--- config.mk ---
export PLATFORM = sky130hd
export DESIGN_NAME = rtp_tx_arbiter
export DESIGN_NICKNAME = d
export VERILOG_FILES = /design/src/rtl/rtp_tx_arbiter.sv
export SDC_FILE = /design/constraint.sdc
export NUM_CORES = 1
export LEC_CHECK = 0
export ABC_AREA = 1
export BUFFER_PORTS_ARGS = -buffer_cell sky130_fd_sc_hd__buf_4
export CAP_MARGIN = 10
export CORE_ASPECT_RATIO = 0.8
export CORE_MARGIN = 3
export CORE_UTILIZATION = 35
export DETAILED_ROUTE_END_ITERATION = 8
export PLACE_DENSITY_LB_ADDON = 0.25
export SYNTH_ARGS = -nofsm -noshare
export SYNTH_HDL_FRONTEND = slang
export SYNTH_SLANG_ARGS = --single-unit
export TNS_END_PERCENT = 10
--- constraint.sdc ---
create_clock -name clk -period 1.8 [get_ports clk]
set_input_delay 0.18 -clock clk [delete_from_list [all_inputs] [get_ports clk]]
set_output_delay 0.18 -clock clk [all_outputs]
set_load 0.01 [all_outputs]
--- src/rtl/rtp_tx_arbiter.sv ---
// rtp_tx_arbiter
// Packet-granular scheduler that shares one Ethernet transmit path between the
// video RTP stream and the audio RTP stream. Whole packets are granted, so the
// streams never interleave mid-packet. Audio has priority, and a streak counter
// forces a video grant after AUD_BURST_MAX audio packets while video waits. A
// programmable inter-packet gap follows every packet.
//
// Ports:
//   clk, rst_n                       clock, asynchronous active-low reset
//   vid_data/valid/last, vid_ready   video RTP beat input (valid/ready)
//   aud_data/valid/last, aud_ready   audio RTP beat input (valid/ready)
//   eth_data/valid/last, eth_ready   beat output towards ethernet_tx
//   grant                            00 none, 01 video, 10 audio
//   busy                             high in any state other than IDLE
//
// Optional feature (macro RTP_ARB_STATS_EN):
//   vid_pkt_cnt, aud_pkt_cnt         wrapping 16-bit completed-packet counters
//   starve_evt                       1-cycle pulse when video is forced by the streak limit
//
// state   | meaning
// --------+----------------------------------------------------------
// IDLE    | no grant; arbitration decision taken here, registered
// GRANT_V | video packet passes through to eth_*
// GRANT_A | audio packet passes through to eth_*
// GAP     | inter-packet gap, all ready low, eth_valid low

module rtp_tx_arbiter #(
  parameter int DATA_W        = 32,
  parameter int IPG_CYCLES    = 3,
  parameter int AUD_BURST_MAX = 4
) (
  input  logic              clk,
  input  logic              rst_n,
  input  logic [DATA_W-1:0] vid_data,
  input  logic              vid_valid,
  input  logic              vid_last,
  output logic              vid_ready,
  input  logic [DATA_W-1:0] aud_data,
  input  logic              aud_valid,
  input  logic              aud_last,
  output logic              aud_ready,
  output logic [DATA_W-1:0] eth_data,
  output logic              eth_valid,
  output logic              eth_last,
  input  logic              eth_ready,
  output logic [1:0]        grant,
  output logic              busy
`ifdef RTP_ARB_STATS_EN
  ,
  output logic [15:0]       vid_pkt_cnt,
  output logic [15:0]       aud_pkt_cnt,
  output logic              starve_evt
`endif
);

  localparam int STREAK_W = $clog2(AUD_BURST_MAX + 1);
  localparam int GAP_W    = (IPG_CYCLES > 1) ? $clog2(IPG_CYCLES) : 1;
  localparam logic [STREAK_W-1:0] STREAK_MAX = STREAK_W'(AUD_BURST_MAX);
  // Only meaningful when IPG_CYCLES > 0; the GAP state is unreachable otherwise.
  localparam logic [GAP_W-1:0] GAP_LOAD = (IPG_CYCLES > 0) ? GAP_W'(IPG_CYCLES - 1) : '0;

  typedef enum logic [1:0] {
    IDLE    = 2'd0,
    GRANT_V = 2'd1,
    GRANT_A = 2'd2,
    GAP     = 2'd3
  } state_e;

  state_e              state_q, state_d;
  logic [STREAK_W-1:0] streak_q, streak_d;
  logic [GAP_W-1:0]    gap_cnt_q, gap_cnt_d;
  logic                vid_done, aud_done;

  assign vid_done = vid_valid & vid_ready & vid_last;
  assign aud_done = aud_valid & aud_ready & aud_last;

`ifdef RTP_ARB_STATS_EN
  logic        starve_d, starve_q;
  logic [15:0] vid_pkt_cnt_q, vid_pkt_cnt_d;
  logic [15:0] aud_pkt_cnt_q, aud_pkt_cnt_d;
`endif

  // State register
  always_ff @(posedge clk or negedge rst_n) begin
    if (!rst_n) begin
      state_q   <= IDLE;
      streak_q  <= '0;
      gap_cnt_q <= '0;
    end else begin
      state_q   <= state_d;
      streak_q  <= streak_d;
      gap_cnt_q <= gap_cnt_d;
    end
  end

  // Next-state logic
  always_comb begin
    state_d   = state_q;
    streak_d  = streak_q;
    gap_cnt_d = gap_cnt_q;
`ifdef RTP_ARB_STATS_EN
    starve_d  = 1'b0;
`endif
    case (state_q)
      IDLE: begin
        if (aud_valid && vid_valid) begin
          // streak only grows while video is waiting, so it saturates here
          if (streak_q < STREAK_MAX) begin
            state_d  = GRANT_A;
            streak_d = streak_q + 1'b1;
          end else begin
            state_d  = GRANT_V;
            streak_d = '0;
`ifdef RTP_ARB_STATS_EN
            starve_d = 1'b1;
`endif
          end
        end else if (aud_valid) begin
          state_d  = GRANT_A;
          streak_d = '0;
        end else if (vid_valid) begin
          state_d  = GRANT_V;
          streak_d = '0;
        end
      end
      GRANT_V: begin
        if (vid_done) begin
          if (IPG_CYCLES > 0) begin
            state_d   = GAP;
            gap_cnt_d = GAP_LOAD;
          end else begin
            state_d = IDLE;
          end
        end
      end
      GRANT_A: begin
        if (aud_done) begin
          if (IPG_CYCLES > 0) begin
            state_d   = GAP;
            gap_cnt_d = GAP_LOAD;
          end else begin
            state_d = IDLE;
          end
        end
      end
      GAP: begin
        if (gap_cnt_q == '0) state_d = IDLE;
        else                 gap_cnt_d = gap_cnt_q - 1'b1;
      end
      default: state_d = IDLE;
    endcase
  end

  // Output logic: zero-latency pass-through of the granted stream
  always_comb begin
    eth_data  = '0;
    eth_valid = 1'b0;
    eth_last  = 1'b0;
    vid_ready = 1'b0;
    aud_ready = 1'b0;
    grant     = 2'b00;
    case (state_q)
      GRANT_V: begin
        eth_data  = vid_data;
        eth_valid = vid_valid;
        eth_last  = vid_last;
        vid_ready = eth_ready;
        grant     = 2'b01;
      end
      GRANT_A: begin
        eth_data  = aud_data;
        eth_valid = aud_valid;
        eth_last  = aud_last;
        aud_ready = eth_ready;
        grant     = 2'b10;
      end
      default: ;
    endcase
  end

  assign busy = (state_q != IDLE);

`ifdef RTP_ARB_STATS_EN
  always_comb begin
    vid_pkt_cnt_d = vid_done ? vid_pkt_cnt_q + 16'd1 : vid_pkt_cnt_q;
    aud_pkt_cnt_d = aud_done ? aud_pkt_cnt_q + 16'd1 : aud_pkt_cnt_q;
  end

  always_ff @(posedge clk or negedge rst_n) begin
    if (!rst_n) begin
      vid_pkt_cnt_q <= '0;
      aud_pkt_cnt_q <= '0;
      starve_q      <= 1'b0;
    end else begin
      vid_pkt_cnt_q <= vid_pkt_cnt_d;
      aud_pkt_cnt_q <= aud_pkt_cnt_d;
      starve_q      <= starve_d;
    end
  end

  assign vid_pkt_cnt = vid_pkt_cnt_q;
  assign aud_pkt_cnt = aud_pkt_cnt_q;
  assign starve_evt  = starve_q;
`endif

endmodule
==> run metrics, run 1 <==
status=completed; post-DR wirelength/cell=12.4 um; Detailed Routing Iterations Pass 1=4; max-cap viol count=0; Layout Nets=376; Syn Std Cell Area=1020 sq um; clock latency at the later pin of the worst-skew pair=0.26 ns; global-route wire length before repair=5550 um; final WL=4120 um; CP max stage delay=0.37 ns; Root Driver=clkbuf_4; Leak=1.05 nW; Final Core Density=0.770; area leader, netlist=nand2_1; DRC Markers=0; FF+latch count, synth=7; Mapped Cells=186; die height=54.4 um; num rows=16; starting density of the core=0.393; H-tree levels=1; I/O pin count=110; Hold WC Path Type=in2async; CP Launch Type=register; Worst Setup Path Type=reg2out; CTS Buf Count=3; Largest delay share family, worst path=buffers and inverters; GRT Total Usage=0.197; Synth top area share=0.326; Final Hold Fails=0; syn nets=265; final setup fails=0; Crit Path Max Fanout=36; f_max=566 MHz; vias=1565; CP arrival=1.59 ns; Area Overhead vs Synth=95.7%; DR iter-0 viols=46; CP dominant cell by count=buf_4; mean number of vias per cell=4.71; Antenna Violating Nets Remaining=0; Seq/Total Area, Yosys=0.171; CTS tree=built; # diodes=0; fin crit share=0.982; pre-CTS WS=0.208 ns; core box area=2600 sq um; Bufs on Longest Clock Path=2; Setup WS post-layout=0.0318 ns; synth top area cells=nand2_1, a21oi_1, dfrtp_1, ha_1, inv_1; pwr/cell area=1460 nW/um^2; Worst-Margin Slew=0.350 ns; crit path time final=1.77 ns; share of cells above drive strength 1=0.449; CTS sink count=7; Synth Area per Inst=5.50 sq um; vias in the first global route=1328; gr ovfl total=0; die width=66.5 um; pin count of the biggest net entering global routing=38; Critical Path Sink Type=output port; slowest CP cell=dfrtp_1; Clk pin slew, worst setup/hold paths=0.06 ns; Netlist cell types=17; WP data required=1.62 ns; Slew Limit Headroom=0.764; Final Max Slew Viols=0; IO Port Bufs=109; DIE AREA=3610 sq um; Peak VDD IR=1.25 mV; final setup skew=0.00811 ns; YS warnings=0; detailed-placement wirelength estimate=3150 um; CP cell instances=buf_4 -> ha_2 -> buf_12 -> nand2_1 -> a21oi_1 -> buf_4; GPL Wtd Cong=0.784; Buffers & Inverters on Critical Path=3; initial antenna violation count=0
-- final timing paths --
check,start,end,slack (ns),cells past startpoint
max,state_q[0]$_DFFE_PN0P_,eth_data[23],0.03,6
min in group clk,vid_valid,streak_q[2]$_DFFE_PN0P_,0.28,3
max in group asynchronous,rst_n,gap_cnt_q[1]$_DFFE_PN0P_,1.41,2
min,rst_n,streak_q[2]$_DFFE_PN0P_,0.27,2
min reg2reg,gap_cnt_q[1]$_DFFE_PN0P_,gap_cnt_q[1]$_DFFE_PN0P_,0.47,2
max reg2reg,state_q[0]$_DFFE_PN0P_,state_q[0]$_DFFE_PN0P_,0.38,7
-- cell usage in the layout, fill, tap and decap left out, types with 3 or more instances in the layout --
cell type and instances:
nand2_1 89, o21ai_0 4, buf_4 112, nand2_2 3, dfrtp_1 7, ha_1 5
nor2_1 4, buf_12 3, clkbuf_4 3, a21oi_1 34, nand3_1 6, inv_1 9
inv_2 4
-- cell families (layout without fill, tap and decap cells) --
| logic type | Yosys count | count (layout) | synth area share |
|---|---|---|---|
| AND/OR/NAND/NOR | 105 | 105 | 0.411 |
| adder cells (fa/ha/maj) | 8 | 8 | 0.0978 |
| buffers and inverters | 24 | 134 | 0.110 |
| AO/OA/AOI/OAI | 42 | 42 | 0.210 |
| flip-flops | 7 | 7 | 0.171 |
-- timing repair --
item / in CTS / in global routing
hold buffers: 1 / 0
resized for setup: 1 / 11
endpoints found under the hold margin: 7 / 0
setup buffers: 2 / 0
cloned: 0 / 1
endpoints found under the setup margin: 28 / 34
-- Yosys cell counts --
cell / instances
inv_2: 1
buf_4: 4
nor2_1: 4
nand2_1: 89
dfrtp_1: 7
clkbuf_1: 1
clkinv_1: 1
o21bai_1: 2
inv_1: 11
ha_1: 8
nand4_1: 2
o21ai_0: 4
nand3_1: 6
buf_2: 6
a21oi_1: 36
nand3_2: 1
nand2_2: 3
-- flip-flops by register name, summed over array words and instances (netlist names) --
name / cells
state_q: 2
gap_cnt_q: 2
streak_q: 3
-- power breakdown --
group / switching (mW) / internal, mW / leakage [nW]
Clock: 0.0653 / 0.0816 / 0.0177
Combinational: 1.34 / 1.19 / 0.946
Sequential: 0.0347 / 0.217 / 0.0902
Total: 1.44 / 1.49 / 1.05
-- layer usage --
layer | vias to the layer above | GRT usage | share of wire
met1 | 673 | 0.220 | 0.40
met5 | - | 0 | 0
met4 | 0 | 0.0338 | 0.014
met3 | 6 | 0.0780 | 0.10
met2 | 73 | 0.362 | 0.49
li1 | 813 | - | -
-- per-stage QoR --
stage / cell area (sq um) / hold slack, ns / TNS [ns] / power [mW] / cells
3_5_place_dp: 1880 / -0.000645 / 0 / 2.52 / 324
5_1_grt: 2000 / 0.277 / -0.0570 / 3.22 / 332
2_1_floorplan: 1020 / -0.116 / 0 / 1.59 / 186
3_3_place_gp: 1880 / -0.00164 / 0 / 2.50 / 324
4_1_cts: 1930 / 0.255 / 0 / 2.74 / 331
6_report: 2000 / 0.266 / 0 / 2.93 / 332
-- worst register-to-register path, stage by stage, from the launching register on --
cell and delay, ns:
dfrtp_1 0.39, buf_4 0.15, ha_2 0.19, buf_12 0.16
nand2_2 0.13, nand2_2 0.07, o21bai_1 0.11, nand2_1 0.08
-- cell type report --
| type | count | area, sq um |
|---|---|---|
| inverters | 13 | 48.8 |
| repair buffers | 117 | 936 |
| clock inverters | 1 | 5.00 |
| clock buffers | 3 | 22.5 |
| flip-flops and latches | 7 | 175 |
| fillers | 228 | 599 |
| multi-input cells | 155 | 771 |
| well taps | 36 | 45.0 |
Note: power is estimated with default switching activity, not from simulation.
==> run 2, diff against run 1 <==
Settings changed: CELL_PAD_IN_SITES_DETAIL_PLACEMENT from default to 1, CELL_PAD_IN_SITES_GLOBAL_PLACEMENT from default to 1, CORE_UTILIZATION 35 to 20, CTS_CLUSTER_DIAMETER from default to 120.
==> run 2 against run 1 <==
  * Non-clock buffer count unchanged
  * Final cell count grew 7.2%
  * Combinational power barely moved
  * Setup slack improved by 0.083 ns
  * Highest routed layer unchanged
==> run metrics, run 2 (same netlist as run 1, synthesis figures left out) <==
core box area=4760 sq um; Antenna Violating Nets Remaining=0; final setup fails=0; Comb pwr share=0.842; GRT Total Usage=0.144; launch point of the worst path=state_q[0]$_DFFE_PN0P_; most frequent cells in the layout=buf_4, nand2_1, a21oi_1, inv_1, dfrtp_1; switch share=0.494; WP data required=1.62 ns; Worst Setup EP=eth_data[7]; final WL=4780 um; most common cell after layout, fill and taps aside=buf_4; hold slack=0.311 ns; DIE AREA=6020 sq um; CP arrival=1.51 ns; crit path time final=1.69 ns; Detailed Routing Iterations Pass 1=4; unrepaired setup endpoints after global routing=true; worst reg2reg path depth=7; Worst Setup Path Type=reg2out; pin count of the biggest net entering global routing=37; vias in the first global route=1529; gr ovfl total=0; CTS tree=built; starting density of the core=0.215; Leak=1.06 nW; fin crit share=0.936; die height=70.0 um; Layout Nets=376; Root Driver=clkbuf_8; register area=175 sq um; Clk pin slew, worst setup/hold paths=0.04 ns; WP depth=6; Int Power=1.53 mW; vias=1581; Fillers=644; # diodes=0; pwr/cell area=1480 nW/um^2; mean number of vias per cell=4.44; Final Max Slew Viols=0; DRC Markers=0; CP max stage delay=0.38 ns; Worst-Margin Slew=0.359 ns; Seq pwr share=0.084; f_max=593 MHz; area occupied by multi-input gates=772 sq um; detailed-placement wirelength estimate=3690 um; max reg flops=3; Most flops, register=streak_q; Clk network pwr share=0.074; die width=86.0 um; num rows=22; Final Hold Fails=0; slowest CP cell=dfrtp_1; initial antenna violation count=0; post-DR wirelength/cell=13.4 um; CP Launch Type=register; largest registers=streak_q (3), gap_cnt_q (2), state_q (2); Largest delay share family, worst path=buffers and inverters; final setup skew=0.00366 ns; IO Port Bufs=109; CP cell instances=inv_2 -> ha_1 -> buf_4 -> nand2_1 -> a21oi_1 -> buf_4; CTS Buf Count=3; Peak VDD IR=0.609 mV; final setup TNS=0 ns; Area Overhead vs Synth=100%; NetSw=1.50 mW; I/O pin count=110; Buffers & Inverters on Critical Path=3; Reg2Reg Launch Point=state_q[1]$_DFFE_PN0P_; clock latency at the later pin of the worst-skew pair=0.23 ns; Hold WC Path Type=in2async; Bufs on Longest Clock Path=2; Slew Limit Headroom=0.758; max-cap viol count=0; H-tree levels=1; R2R Setup Slk=0.39 ns; CTS sink count=7; Worst R2R End=state_q[0]$_DFFE_PN0P_; Critical Path Sink Type=output port; DR iter-0 viols=28; GPL Wtd Cong=0.735; status=completed; Crit Path Max Fanout=13; global-route wire length before repair=7160 um; CP dominant cell by count=buf_4; share of cells above drive strength 1=0.443
-- run 2: how the worst min path moves through the flow --
stage | cells after the start | to | slack (ns) | start
after floorplan | 0 | gap_cnt_q[0]$_DFFE_PN0P_ | -0.12 | rst_n
after global placement | 1 | streak_q[0]$_DFFE_PN0P_ | 0.0004 | rst_n
after detailed placement | 1 | streak_q[0]$_DFFE_PN0P_ | 0.0008 | rst_n
after CTS | 2 | streak_q[0]$_DFFE_PN0P_ | 0.30 | rst_n
after global routing | 2 | gap_cnt_q[1]$_DFFE_PN0P_ | 0.33 | rst_n
final | 2 | streak_q[1]$_DFFE_PN0P_ | 0.31 | rst_n
-- run 2: layout make-up --
| class | count | area share |
|---|---|---|
| multi-input cells | 155 | 0.377 |
| flip-flops and latches | 7 | 0.0856 |
| clock buffers | 4 | 0.0220 |
| well taps | 60 | 0.0367 |
| repair buffers | 117 | 0.455 |
| inverters | 13 | 0.0238 |
-- run 2: metrics by stage --
| step | util | power (mW) | instances | worst slack, ns | area (sq um) |
|---|---|---|---|---|---|
| after floorplan | - | 1.59 | 186 | 0.309 | 1020 |
| after global placement | 0.398 | 2.53 | 348 | 0.205 | 1900 |
| after detailed placement | 0.398 | 2.56 | 348 | 0.132 | 1900 |
| after CTS | 0.414 | 2.85 | 355 | 0.00668 | 1970 |
| after global routing | 0.430 | 3.33 | 356 | -0.0250 | 2050 |
| final | 0.430 | 3.03 | 356 | 0.115 | 2050 |
-- run 2: power groups by stage --
| stage | Clock [mW] | Combinational [mW] | Sequential [mW] |
|---|---|---|---|
| after CTS | 0.232 | 2.37 | 0.251 |
| after global routing | 0.242 | 2.83 | 0.262 |
| final | 0.225 | 2.55 | 0.253 |
| after detailed placement | 0 | 2.29 | 0.267 |
| after global placement | 0 | 2.27 | 0.264 |
| after floorplan | 0 | 1.34 | 0.254 |
-- run 2: worst reg2reg max path, cell delays in order (launching register included) --
cell,delay [ns]
dfrtp_1,0.38
buf_4,0.15
ha_1,0.21
buf_4,0.20
nand2_2,0.11
nand2_2,0.06
o21bai_1,0.12
nand2_1,0.07
-- run 2: routing by layer --
layer  vias up  track usage  part of all wire
li1        815            -                 -
met1       699        0.180              0.41
met2        63        0.241              0.48
met3         4       0.0507             0.094
met4         0       0.0211            0.0056
met5         -            0                 0
-- run 2: timing repair --
| item | 4_1_cts | 5_1_grt |
|---|---|---|
| resized for setup | 1 | 12 |
| endpoints found under the hold margin | 7 | 0 |
| buffers inserted | 2 | 0 |
| setup endpoints to repair | 34 | 34 |
| gates cloned | 0 | 1 |
| hold buffers | 1 | 0 |
==> run 3, diff against run 2 <==
Settings changed: RECOVER_POWER from default to 25.
==> run 3 against run 2 <==
  * Die area did not move
  * Clock-buffer cell count did not move
  * Sequential share of layout area barely moved
  * Power fell by 0.17%
  * Critical path type unchanged
  * Highest routed layer unchanged
==> run metrics, run 3 (same netlist as run 1, synthesis figures left out) <==
core box area=4760 sq um; placed cell count=348; final setup fails=0; Clk network pwr share=0.074; switch share=0.494; GPL Wtd Cong=0.735; CTS tree=built; die height=70.0 um; Worst Setup Path Type=reg2out; IO Port Bufs=109; DRC Markers=0; CP arrival=1.51 ns; max reg flops=3; Setup WS post-layout=0.115 ns; most frequent cells in the layout=buf_4, nand2_1, a21oi_1, inv_1, dfrtp_1; Crit Path Max Fanout=13; Worst R2R End=state_q[0]$_DFFE_PN0P_; post-DR wirelength/cell=13.4 um; Fillers=644; Root Driver=clkbuf_8; initial antenna violation count=0; Leak=1.05 nW; gr ovfl total=0; Most flops, register=streak_q; Reg2Reg Launch Point=state_q[1]$_DFFE_PN0P_; Detailed Routing Iterations Pass 1=4; vias=1579; Hold Crit Depth=3; total power=3.02 mW; Clk pin slew, worst setup/hold paths=0.04 ns; most common cell after layout, fill and taps aside=buf_4; unrepaired setup endpoints after global routing=true; WP data required=1.62 ns; CP Launch Type=register; Hold WC Path Type=in2reg; I/O pin count=110; Int Power=1.53 mW; CTS Buf Count=3; Antenna Violating Nets Remaining=0; starting density of the core=0.215; Final Hold Fails=0; die width=86.0 um; Final Max Slew Viols=0; f_max=593 MHz; Worst-Margin Slew=0.405 ns; global-route wire length before repair=7160 um; vias in the first global route=1529; final setup skew=0.00373 ns; register area=175 sq um; max-cap viol count=0; Slew Limit Headroom=0.730; num rows=22; share of cells above drive strength 1=0.436; GRT Total Usage=0.144; pin count of the biggest net entering global routing=37; hold_sp=vid_valid; NetSw=1.49 mW; hold slack=0.330 ns; mean number of vias per cell=4.44; H-tree levels=1; fin cells=356; crit path time final=1.69 ns; area occupied by multi-input gates=772 sq um; DR iter-0 viols=28; clock latency at the later pin of the worst-skew pair=0.23 ns; pwr/cell area=1480 nW/um^2; Bufs on Longest Clock Path=2; Critical Path Sink Type=output port; Area Overhead vs Synth=99.6%; # diodes=0; pre-CTS WS=0.132 ns; fin crit share=0.936; worst reg2reg path depth=7; Seq pwr share=0.084; Final Core Density=0.429; DIE AREA=6020 sq um; Peak VDD IR=0.609 mV; status=completed; final WL=4780 um; Layout Nets=376; R2R Setup Slk=0.39 ns; detailed-placement wirelength estimate=3690 um; Comb pwr share=0.842; largest registers=streak_q (3), gap_cnt_q (2), state_q (2); Hold EP=streak_q[2]$_DFFE_PN0P_; CTS sink count=7
## run 3: cell count changes in the layout (fill, tap and decap cells not counted), sizes merged
cell / previous run / this run
buf: 115 / 114
clkbuf: 5 / 6
## run 3: repair_timing
action	4_1_cts	5_1_grt
hold buffers	1	0
hold endpoints to repair	7	0
buffers inserted	2	0
resized for setup	1	12
endpoints found under the setup margin	34	34
gates cloned	0	1
## run 3: worst max-delay path: stages, from the launching register on
cell and delay, ns:
dfrtp_1 0.38, inv_2 0.10, ha_1 0.22, buf_4 0.21
nand2_1 0.07, a21oi_1 0.14, buf_4 0.15
## run 3: metrics by stage
| step | cell area, sq um | setup TNS, ns |
|---|---|---|
| after detailed placement | 1900 | 0 |
| after floorplan | 1020 | 0 |
| after global placement | 1900 | 0 |
| after CTS | 1970 | 0 |
| after global routing | 2040 | -0.0991 |
| final | 2040 | 0 |
## run 3: cell type report
class / count / share of cell area
Clock buffer: 4 / 0.0220
Tap cell: 60 / 0.0367
Multi-Input combinational cell: 155 / 0.378
Timing Repair Buffer: 117 / 0.454
Inverter: 13 / 0.0239
Sequential cell: 7 / 0.0857
## run 3: worst max path at each step
stage,slack [ns],end,startpoint,depth (start not counted)
final,0.11,eth_data[7],state_q[0]$_DFFE_PN0P_,6
after global routing,-0.02,eth_last,state_q[0]$_DFFE_PN0P_,6
after floorplan,0.31,eth_data[10],state_q[0]$_DFFE_PN0P_,5
after CTS,0.007,eth_data[15],state_q[1]$_DFFE_PN0P_,6
after detailed placement,0.13,eth_data[15],state_q[1]$_DFFE_PN0P_,6
after global placement,0.20,eth_valid,state_q[0]$_DFFE_PN0P_,6
## run 3: routing by layer
layer / global-route usage / share of wire / vias up
li1: - / - / 815
met1: 0.180 / 0.42 / 699
met2: 0.241 / 0.49 / 61
met3: 0.0507 / 0.093 / 4
met4: 0.0211 / 0.0057 / 0
met5: 0 / 0 / -
## run 3: power groups by stage
stage | Sequential, mW | Clock, mW | Combinational (mW)
CTS | 0.251 | 0.232 | 2.37
global placement | 0.264 | 0 | 2.27
finish | 0.253 | 0.225 | 2.55
floorplan | 0.254 | 0 | 1.34
detailed placement | 0.267 | 0 | 2.29
global route | 0.262 | 0.242 | 2.82
